--- config.mk ---
export PLATFORM = sky130hd
export DESIGN_NAME = mem_stage_flat
export DESIGN_NICKNAME = d
export VERILOG_FILES = /design/src/rtl/mem_stage_pkg.sv /design/src/rtl/mem_stage_if.sv /design/src/rtl/mem_stage_sram_controller.sv /design/src/rtl/mem_stage.sv /design/src/flat_wrapper.sv
export SDC_FILE = /design/constraint.sdc
export NUM_CORES = 1
export LEC_CHECK = 0
export ABC_AREA = 1
export CAP_MARGIN = 20
export CELL_PAD_IN_SITES_DETAIL_PLACEMENT = 1
export CELL_PAD_IN_SITES_GLOBAL_PLACEMENT = 2
export CORE_UTILIZATION = 21
export DETAILED_ROUTE_END_ITERATION = 10
export PLACE_DENSITY = 0.81
export SETUP_SLACK_MARGIN = 0.15
export SLEW_MARGIN = 20
export SYNTH_ARGS = -nofsm -noshare
export SYNTH_HDL_FRONTEND = slang
export SYNTH_SLANG_ARGS = --single-unit
--- constraint.sdc ---
create_clock -name clk -period 1.8 [get_ports clk]
set_input_delay 0.36 -clock clk [delete_from_list [all_inputs] [get_ports clk]]
set_output_delay 0.36 -clock clk [all_outputs]
set_load 0.02 [all_outputs]
--- src/rtl/mem_stage_pkg.sv ---
// mem_stage_pkg: FSM encoding, default SRAM timing and data-memory base shared by the memory stage.
package mem_stage_pkg;
   typedef enum logic [1:0] {ST_IDLE, ST_LO, ST_HI, ST_DONE} state_t;
   localparam int          SRAM_WAIT_DEF = 2;
   localparam logic [31:0] MEM_BASE_DEF  = 32'd1024;
   // Word index relative to the data-memory base, truncated to the 17 bits the SRAM can address.
   function automatic logic [16:0] word_index(input logic [31:0] addr, input logic [31:0] base);
      logic [31:0] w_off;
      w_off = addr - base;
      return w_off[18:2];
   endfunction
endpackage

--- src/rtl/mem_stage_if.sv ---
// mem_stage_if: pipeline-side and SRAM-side signals of the memory stage.
interface mem_stage_if;
   logic        wb_en_in;
   logic        mem_read_in;
   logic        mem_write_in;
   logic [31:0] alu_result;
   logic [31:0] val_Rm;
   logic [3:0]  dest_in;
   logic [31:0] result_wb;
   logic [3:0]  dest_wb;
   logic        write_back;
   logic        freeze;
   logic [17:0] sram_addr;
   logic [15:0] sram_wdata;
   logic [15:0] sram_rdata;
   logic        sram_we_n;
   modport slave (
      input  wb_en_in, mem_read_in, mem_write_in, alu_result, val_Rm, dest_in, sram_rdata,
      output result_wb, dest_wb, write_back, freeze, sram_addr, sram_wdata, sram_we_n
   );
   modport master (
      output wb_en_in, mem_read_in, mem_write_in, alu_result, val_Rm, dest_in, sram_rdata,
      input  result_wb, dest_wb, write_back, freeze, sram_addr, sram_wdata, sram_we_n
   );
endinterface

--- src/rtl/mem_stage_sram_controller.sv ---
// sram_controller: splits a 32-bit access into two 16-bit SRAM halves and stalls the pipeline meanwhile.
module sram_controller import mem_stage_pkg::*; #(
   parameter int          SRAM_WAIT = SRAM_WAIT_DEF,
   parameter logic [31:0] MEM_BASE  = MEM_BASE_DEF
) (
   input  logic        clk,
   input  logic        rst,
   input  logic        i_rd,
   input  logic        i_wr,
   input  logic [31:0] i_addr,
   input  logic [31:0] i_wdata,
   input  logic [15:0] i_sram_rdata,
   output logic        o_freeze,
   output logic [17:0] o_sram_addr,
   output logic [15:0] o_sram_wdata,
   output logic        o_sram_we_n,
   output logic [31:0] o_rbuf
);
   localparam int CW = $clog2(SRAM_WAIT + 1);
   state_t        r_state, w_next;
   logic [CW-1:0] r_cnt;
   logic [31:0]   r_rbuf;
   logic          w_act, w_hi, w_last, w_load, w_drive;
   assign w_act   = (r_state == ST_LO) || (r_state == ST_HI);
   assign w_hi    = r_state == ST_HI;
   assign w_last  = r_cnt == CW'(SRAM_WAIT - 1);
   // A simultaneous read and write behaves as a write, so only pure loads fill the buffer.
   assign w_load  = i_rd && !i_wr;
   assign w_drive = w_act && i_wr;
   always_comb begin
      w_next = r_state;
      case (r_state)
         ST_IDLE: w_next = (i_rd || i_wr) ? ST_LO : ST_IDLE;
         ST_LO:   w_next = w_last ? ST_HI : ST_LO;
         ST_HI:   w_next = w_last ? ST_DONE : ST_HI;
         default: w_next = ST_IDLE;
      endcase
   end
   always_ff @(posedge clk) begin
      if (rst) begin
         r_state <= ST_IDLE;
         r_cnt   <= '0;
         r_rbuf  <= '0;
      end else begin
         r_state <= w_next;
         r_cnt   <= (w_act && !w_last) ? r_cnt + 1'b1 : '0;
         if (w_load && w_act && w_last) begin
            if (w_hi) r_rbuf[31:16] <= i_sram_rdata;
            else r_rbuf[15:0] <= i_sram_rdata;
         end
      end
   end
   assign o_freeze     = (i_rd || i_wr) && (r_state != ST_DONE);
   assign o_sram_addr  = w_act ? {word_index(i_addr, MEM_BASE), w_hi} : '0;
   assign o_sram_we_n  = !w_drive;
   assign o_sram_wdata = w_drive ? (w_hi ? i_wdata[31:16] : i_wdata[15:0]) : '0;
   assign o_rbuf       = r_rbuf;
endmodule

--- src/rtl/mem_stage.sv ---
// mem_stage: pipeline memory stage; SRAM sequencing in sram_controller, writeback register here.
module mem_stage import mem_stage_pkg::*; #(
   parameter int          SRAM_WAIT = SRAM_WAIT_DEF,
   parameter logic [31:0] MEM_BASE  = MEM_BASE_DEF
) (
   input logic        clk,
   input logic        rst,
   mem_stage_if.slave io_mem
);
   logic        w_freeze;
   logic [31:0] w_rbuf;
   logic [31:0] r_result;
   logic [3:0]  r_dest;
   logic        r_wb;
   sram_controller #(.SRAM_WAIT(SRAM_WAIT), .MEM_BASE(MEM_BASE)) u_ctrl (
      .clk          (clk),
      .rst          (rst),
      .i_rd         (io_mem.mem_read_in),
      .i_wr         (io_mem.mem_write_in),
      .i_addr       (io_mem.alu_result),
      .i_wdata      (io_mem.val_Rm),
      .i_sram_rdata (io_mem.sram_rdata),
      .o_freeze     (w_freeze),
      .o_sram_addr  (io_mem.sram_addr),
      .o_sram_wdata (io_mem.sram_wdata),
      .o_sram_we_n  (io_mem.sram_we_n),
      .o_rbuf       (w_rbuf)
   );
   // A stalled edge emits a bubble but keeps the last value and index visible.
   always_ff @(posedge clk) begin
      if (rst) begin
         r_result <= '0;
         r_dest   <= '0;
         r_wb     <= 1'b0;
      end else if (!w_freeze) begin
         r_wb     <= io_mem.wb_en_in;
         r_dest   <= io_mem.dest_in;
         r_result <= (io_mem.mem_read_in && !io_mem.mem_write_in) ? w_rbuf : io_mem.alu_result;
      end else begin
         r_wb <= 1'b0;
      end
   end
   assign io_mem.freeze     = w_freeze;
   assign io_mem.result_wb  = r_result;
   assign io_mem.dest_wb    = r_dest;
   assign io_mem.write_back = r_wb;
endmodule

--- src/flat_wrapper.sv ---
// flat-port wrapper written by rule: the top's interface ports become plain ports
module mem_stage_flat import mem_stage_pkg::*;
#(
   parameter int          SRAM_WAIT = SRAM_WAIT_DEF,
   parameter logic [31:0] MEM_BASE  = MEM_BASE_DEF
)
  (clk, rst, io_mem_wb_en_in, io_mem_mem_read_in, io_mem_mem_write_in, io_mem_alu_result, io_mem_val_Rm, io_mem_dest_in, io_mem_sram_rdata, io_mem_result_wb, io_mem_dest_wb, io_mem_write_back, io_mem_freeze, io_mem_sram_addr, io_mem_sram_wdata, io_mem_sram_we_n);
  mem_stage_if io_mem_i ();
  input logic clk;
  input logic rst;
  input wire logic [$bits(io_mem_i.wb_en_in)-1:0] io_mem_wb_en_in;
  input wire logic [$bits(io_mem_i.mem_read_in)-1:0] io_mem_mem_read_in;
  input wire logic [$bits(io_mem_i.mem_write_in)-1:0] io_mem_mem_write_in;
  input wire logic [$bits(io_mem_i.alu_result)-1:0] io_mem_alu_result;
  input wire logic [$bits(io_mem_i.val_Rm)-1:0] io_mem_val_Rm;
  input wire logic [$bits(io_mem_i.dest_in)-1:0] io_mem_dest_in;
  input wire logic [$bits(io_mem_i.sram_rdata)-1:0] io_mem_sram_rdata;
  output wire logic [$bits(io_mem_i.result_wb)-1:0] io_mem_result_wb;
  output wire logic [$bits(io_mem_i.dest_wb)-1:0] io_mem_dest_wb;
  output wire logic [$bits(io_mem_i.write_back)-1:0] io_mem_write_back;
  output wire logic [$bits(io_mem_i.freeze)-1:0] io_mem_freeze;
  output wire logic [$bits(io_mem_i.sram_addr)-1:0] io_mem_sram_addr;
  output wire logic [$bits(io_mem_i.sram_wdata)-1:0] io_mem_sram_wdata;
  output wire logic [$bits(io_mem_i.sram_we_n)-1:0] io_mem_sram_we_n;
  assign io_mem_i.wb_en_in = io_mem_wb_en_in;
  assign io_mem_i.mem_read_in = io_mem_mem_read_in;
  assign io_mem_i.mem_write_in = io_mem_mem_write_in;
  assign io_mem_i.alu_result = io_mem_alu_result;
  assign io_mem_i.val_Rm = io_mem_val_Rm;
  assign io_mem_i.dest_in = io_mem_dest_in;
  assign io_mem_i.sram_rdata = io_mem_sram_rdata;
  assign io_mem_result_wb = io_mem_i.result_wb;
  assign io_mem_dest_wb = io_mem_i.dest_wb;
  assign io_mem_write_back = io_mem_i.write_back;
  assign io_mem_freeze = io_mem_i.freeze;
  assign io_mem_sram_addr = io_mem_i.sram_addr;
  assign io_mem_sram_wdata = io_mem_i.sram_wdata;
  assign io_mem_sram_we_n = io_mem_i.sram_we_n;
  mem_stage #(.SRAM_WAIT(SRAM_WAIT), .MEM_BASE(MEM_BASE)) u_core (.clk(clk), .rst(rst), .io_mem(io_mem_i));
endmodule
==> impl_metrics.py <==
metrics = {
    "layout": {
        "syn_to_final_growth_pct": 97.0,
        "drive_gt1_share_pct": 33.5,
        "fillCellCount": 2022,
        "fin_area_mm2": 0.00724,
        "final_cell_mix": "nor2_1 (117), nand2_1 (108), clkdlybuf4s50_1 (80), dfxtp_1 (71), buf_4 (50)",
        "seqCellArea_mm2": 0.00146,
        "layout_commonest_cell": "nor2_1",
        "fin_cells": 1022,
        "utilization_pct": 43.0,
        "final_nets": 891,
        "multiInputGateArea_mm2": 0.00256,
    },
    "global_routing": {
        "grt_max_degree": 57,
        "grtUsageTotal_pct": 17.1,
        "antenna_found_initial": 1,
        "grt_pass1_wl_mm": 24.2,
        "grt_pass1_vias": 4903,
        "gr-total-overflow": 0,
    },
    "critical_path": {
        "crit_chain": "inv_2, buf_6, ha_4, buf_6, nand2_1, a21oi_2, buf_4",
        "cp_slowest_stage_delay_ns": 0.32,
        "worstReg2RegStart": "u_core.u_ctrl.r_state[1]",
        "cp_max_fo": 6,
        "critPathMostFrequentCell": "buf_6",
        "slowest_stage": "dfxtp_2",
        "crit_required_ns": 1.44,
        "critPathLaunch": "u_core.u_ctrl.r_state[0]",
        "startpoint_type": "flop",
        "end_kind": "output port",
        "endpoint": "io_mem_sram_wdata[2]",
        "reg2reg_depth": 11,
        "r2r-end": "u_core.u_ctrl.o_rbuf[6]",
        "critPathArrivalTime_ns": 1.59,
        "ff2ff_setup_slack_ns": -0.10,
        "path_class": "flop to output port",
    },
    "sta": {
        "rsz0062_at_grt": "true",
        "final_hold_viol_count": 0,
        "setup_viol": 65,
        "tightest_slew_ns": 0.312,
        "max-slew-margin-rel_pct": 79.2,
        "finalSetupTns_ns": -5.65,
        "skew_ns": 0.00653,
        "finalWorstPathRequiredPeriod_ns": 1.95,
        "max_freq_mhz": 514,
        "maxSlewViolCount": 0,
        "finalCritPeriodShare_pct": 108,
        "layout_setup_ws_ns": -0.147,
    },
    "placement": {
        "dpl_cell_area_mm2": 0.00596,
        "gp_congestion": 0.789,
        "io_buffer_count": 161,
        "hpwl_mm": 10.7,
        "post-place-cells": 980,
    },
    "synth": {
        "ys_warn_count": 0,
        "synth_compound_area_share_pct": 11.4,
        "syn_area_per_cell_um2": 6.25,
        "synthMuxAreaShare_pct": 0,
        "syn_inst": 588,
        "synth.distinct_cells": 22,
        "syn_area_mm2": 0.00367,
        "synth-simple-area-share_pct": 37.4,
        "synthXorXnorAreaFrac_pct": 0,
        "synth_top_family_by_area": "simple AND/OR/NAND/NOR gates",
        "synth-seq-cells": 73,
        "syn-num-nets": 683,
        "synth_fa_ha_area_share_pct": 2.04,
        "synth.yosys.seq_area_share_pct": 39.8,
    },
    "detailed_routing": {
        "via_per_inst": 4.42,
        "wl_met1_mm": 6.71,
        "ant_nets": 0,
        "wl_met3_um": 611,
        "drt_first_pass_iters": 4,
        "detailroute.via_count": 4515,
        "drc": 0,
        "wirelength_mm": 15.9,
        "drt_iter0_drc": 199,
        "drt-wirelength-per-cell_um": 15.5,
        "routed.top_layer": "met4",
        "route.met2.wl_mm": 8.26,
    },
    "floorplanning": {
        "die_area_mm2": 0.0180,
        "dieWidth_um": 134,
        "core-area_mm2": 0.0168,
        "io_pins": 162,
        "start_util_pct": 21.8,
        "row_count": 47,
        "die_height_um": 134,
    },
    "run": {
        "maxCapViolCount": 0,
    },
    "clock_network": {
        "root_buffer": "clkbuf_16",
        "clockBufferDepth": 2,
        "clk_latency_ns": 0.34,
        "cts.clk_slew.worst_paths_ns": 0.06,
        "clock-sinks": 73,
        "cts_tree": "done",
        "cts_made_buffers": 9,
        "htree_levels": 3,
    },
    "outcome": {
        "status": "complete, but fails checks",
        "violations": "setup timing",
    },
    "power": {
        "p_per_area_mw_per_mm2": 732,
        "power.leakage_nw": 3.66,
        "ir_drop_uv": 386,
        "power_mw": 5.30,
    },
    "hold_path": {
        "hold_path.class": "flop to flop",
    },
}
[Yosys cell counts]
cell | n | area, um2
nand2_1 | 182 | 683
nor2_1 | 137 | 514
dfxtp_1 | 73 | 1460
o21ai_0 | 48 | 240
inv_1 | 38 | 143
a21oi_1 | 31 | 155
nand3_1 | 27 | 135
clkbuf_1 | 13 | 48.8
buf_2 | 12 | 60.1
buf_4 | 7 | 52.6
ha_1 | 6 | 75.1
inv_2 | 3 | 11.3
buf_6 | 2 | 22.5
a211oi_1 | 1 | 7.51
buf_1 | 1 | 3.75
clkinv_1 | 1 | 3.75
nand3_2 | 1 | 10.0
nand4_1 | 1 | 6.26
nor2_2 | 1 | 6.26
nor2_4 | 1 | 11.3
o21ai_4 | 1 | 16.3
or2_2 | 1 | 6.26
[worst max-delay path: cells and delay by family, from the launching register on]
family / cells / cell delay, ns
buf+inv: 4 / 0.50
compound gates: 1 / 0.12
simple gates: 1 / 0.07
flops: 1 / 0.32
fa+ha+maj: 1 / 0.23
[flip-flops by register name, summed over array words and instances, names as in the netlist]
name	flops
u_core.u_ctrl.o_rbuf	32
u_core.u_ctrl.r_state	2
u_core.io_mem.dest_wb	4
u_core.io_mem.write_back	1
u_core.u_ctrl.r_cnt	2
u_core.io_mem.result_wb	32
[cell type report]
type | count | share of cell area, %
clock buffers | 10 | 3.16
flip-flops and latches | 73 | 20.2
repair inverters | 1 | 0.0864
inverters | 42 | 2.35
repair buffers | 231 | 34.4
multi-input cells | 438 | 35.4
well taps | 220 | 3.80
diodes | 1 | 0.0346
clock inverters | 6 | 0.484
[worst min path at each step]
stage	cells past startpoint	end	slack [ns]	startpoint
global route	1	u_core.u_ctrl.r_cnt[0]	0.45	u_core.u_ctrl.r_cnt[0]
detailed placement	1	u_core.u_ctrl.r_cnt[0]	0.42	u_core.u_ctrl.r_cnt[0]
finish	1	u_core.u_ctrl.r_cnt[0]	0.42	u_core.u_ctrl.r_cnt[0]
global placement	1	u_core.u_ctrl.r_cnt[0]	0.40	u_core.u_ctrl.r_cnt[0]
CTS	1	u_core.u_ctrl.r_cnt[0]	0.43	u_core.u_ctrl.r_cnt[0]
floorplan	1	u_core.u_ctrl.r_cnt[0]	0.40	u_core.u_ctrl.r_cnt[0]
[repair_timing]
action | 4_1_cts | 5_1_grt
pin swaps | 22 | 24
hold buffers | 0 | 0
setup endpoints to repair | 86 | 87
buffers inserted | 13 | 3
gates cloned | 6 | 3
resized for setup | 309 | 139
[where the power goes]
| group | switching [mW] | internal (mW) | total (mW) | leakage [nW] |
|---|---|---|---|---|
| sequential | 0.0471 | 1.70 | 1.75 | 0.597 |
| combinational | 0.982 | 0.934 | 1.92 | 2.94 |
| clock | 0.709 | 0.923 | 1.63 | 0.128 |
[per-stage QoR]
stage | setup slack (ns) | hold WS (ns)
2_1_floorplan | 0.148 | 0.397
3_3_place_gp | -0.745 | 0.404
3_5_place_dp | -0.776 | 0.419
4_1_cts | -0.147 | 0.428
5_1_grt | -0.202 | 0.450
6_report | -0.147 | 0.421
[cell families (layout without fill, tap and decap cells)]
| logic type | count (synthesis) | after routing |
|---|---|---|
| AO/OA/AOI/OAI | 81 | 81 |
| adder cells (fa/ha/maj) | 6 | 6 |
| buffers and inverters | 77 | 290 |
| flip-flops | 73 | 73 |
| other | 0 | 1 |
| AND/OR/NAND/NOR | 351 | 351 |
[layer usage]
metal	global-route usage [%]	vias up
met2	31.0	89
met4	5.12	0
met5	0	-
met1	20.1	2166
met3	3.33	19
li1	-	2241
No activity file was read; power rests on OpenSTA's default activity.
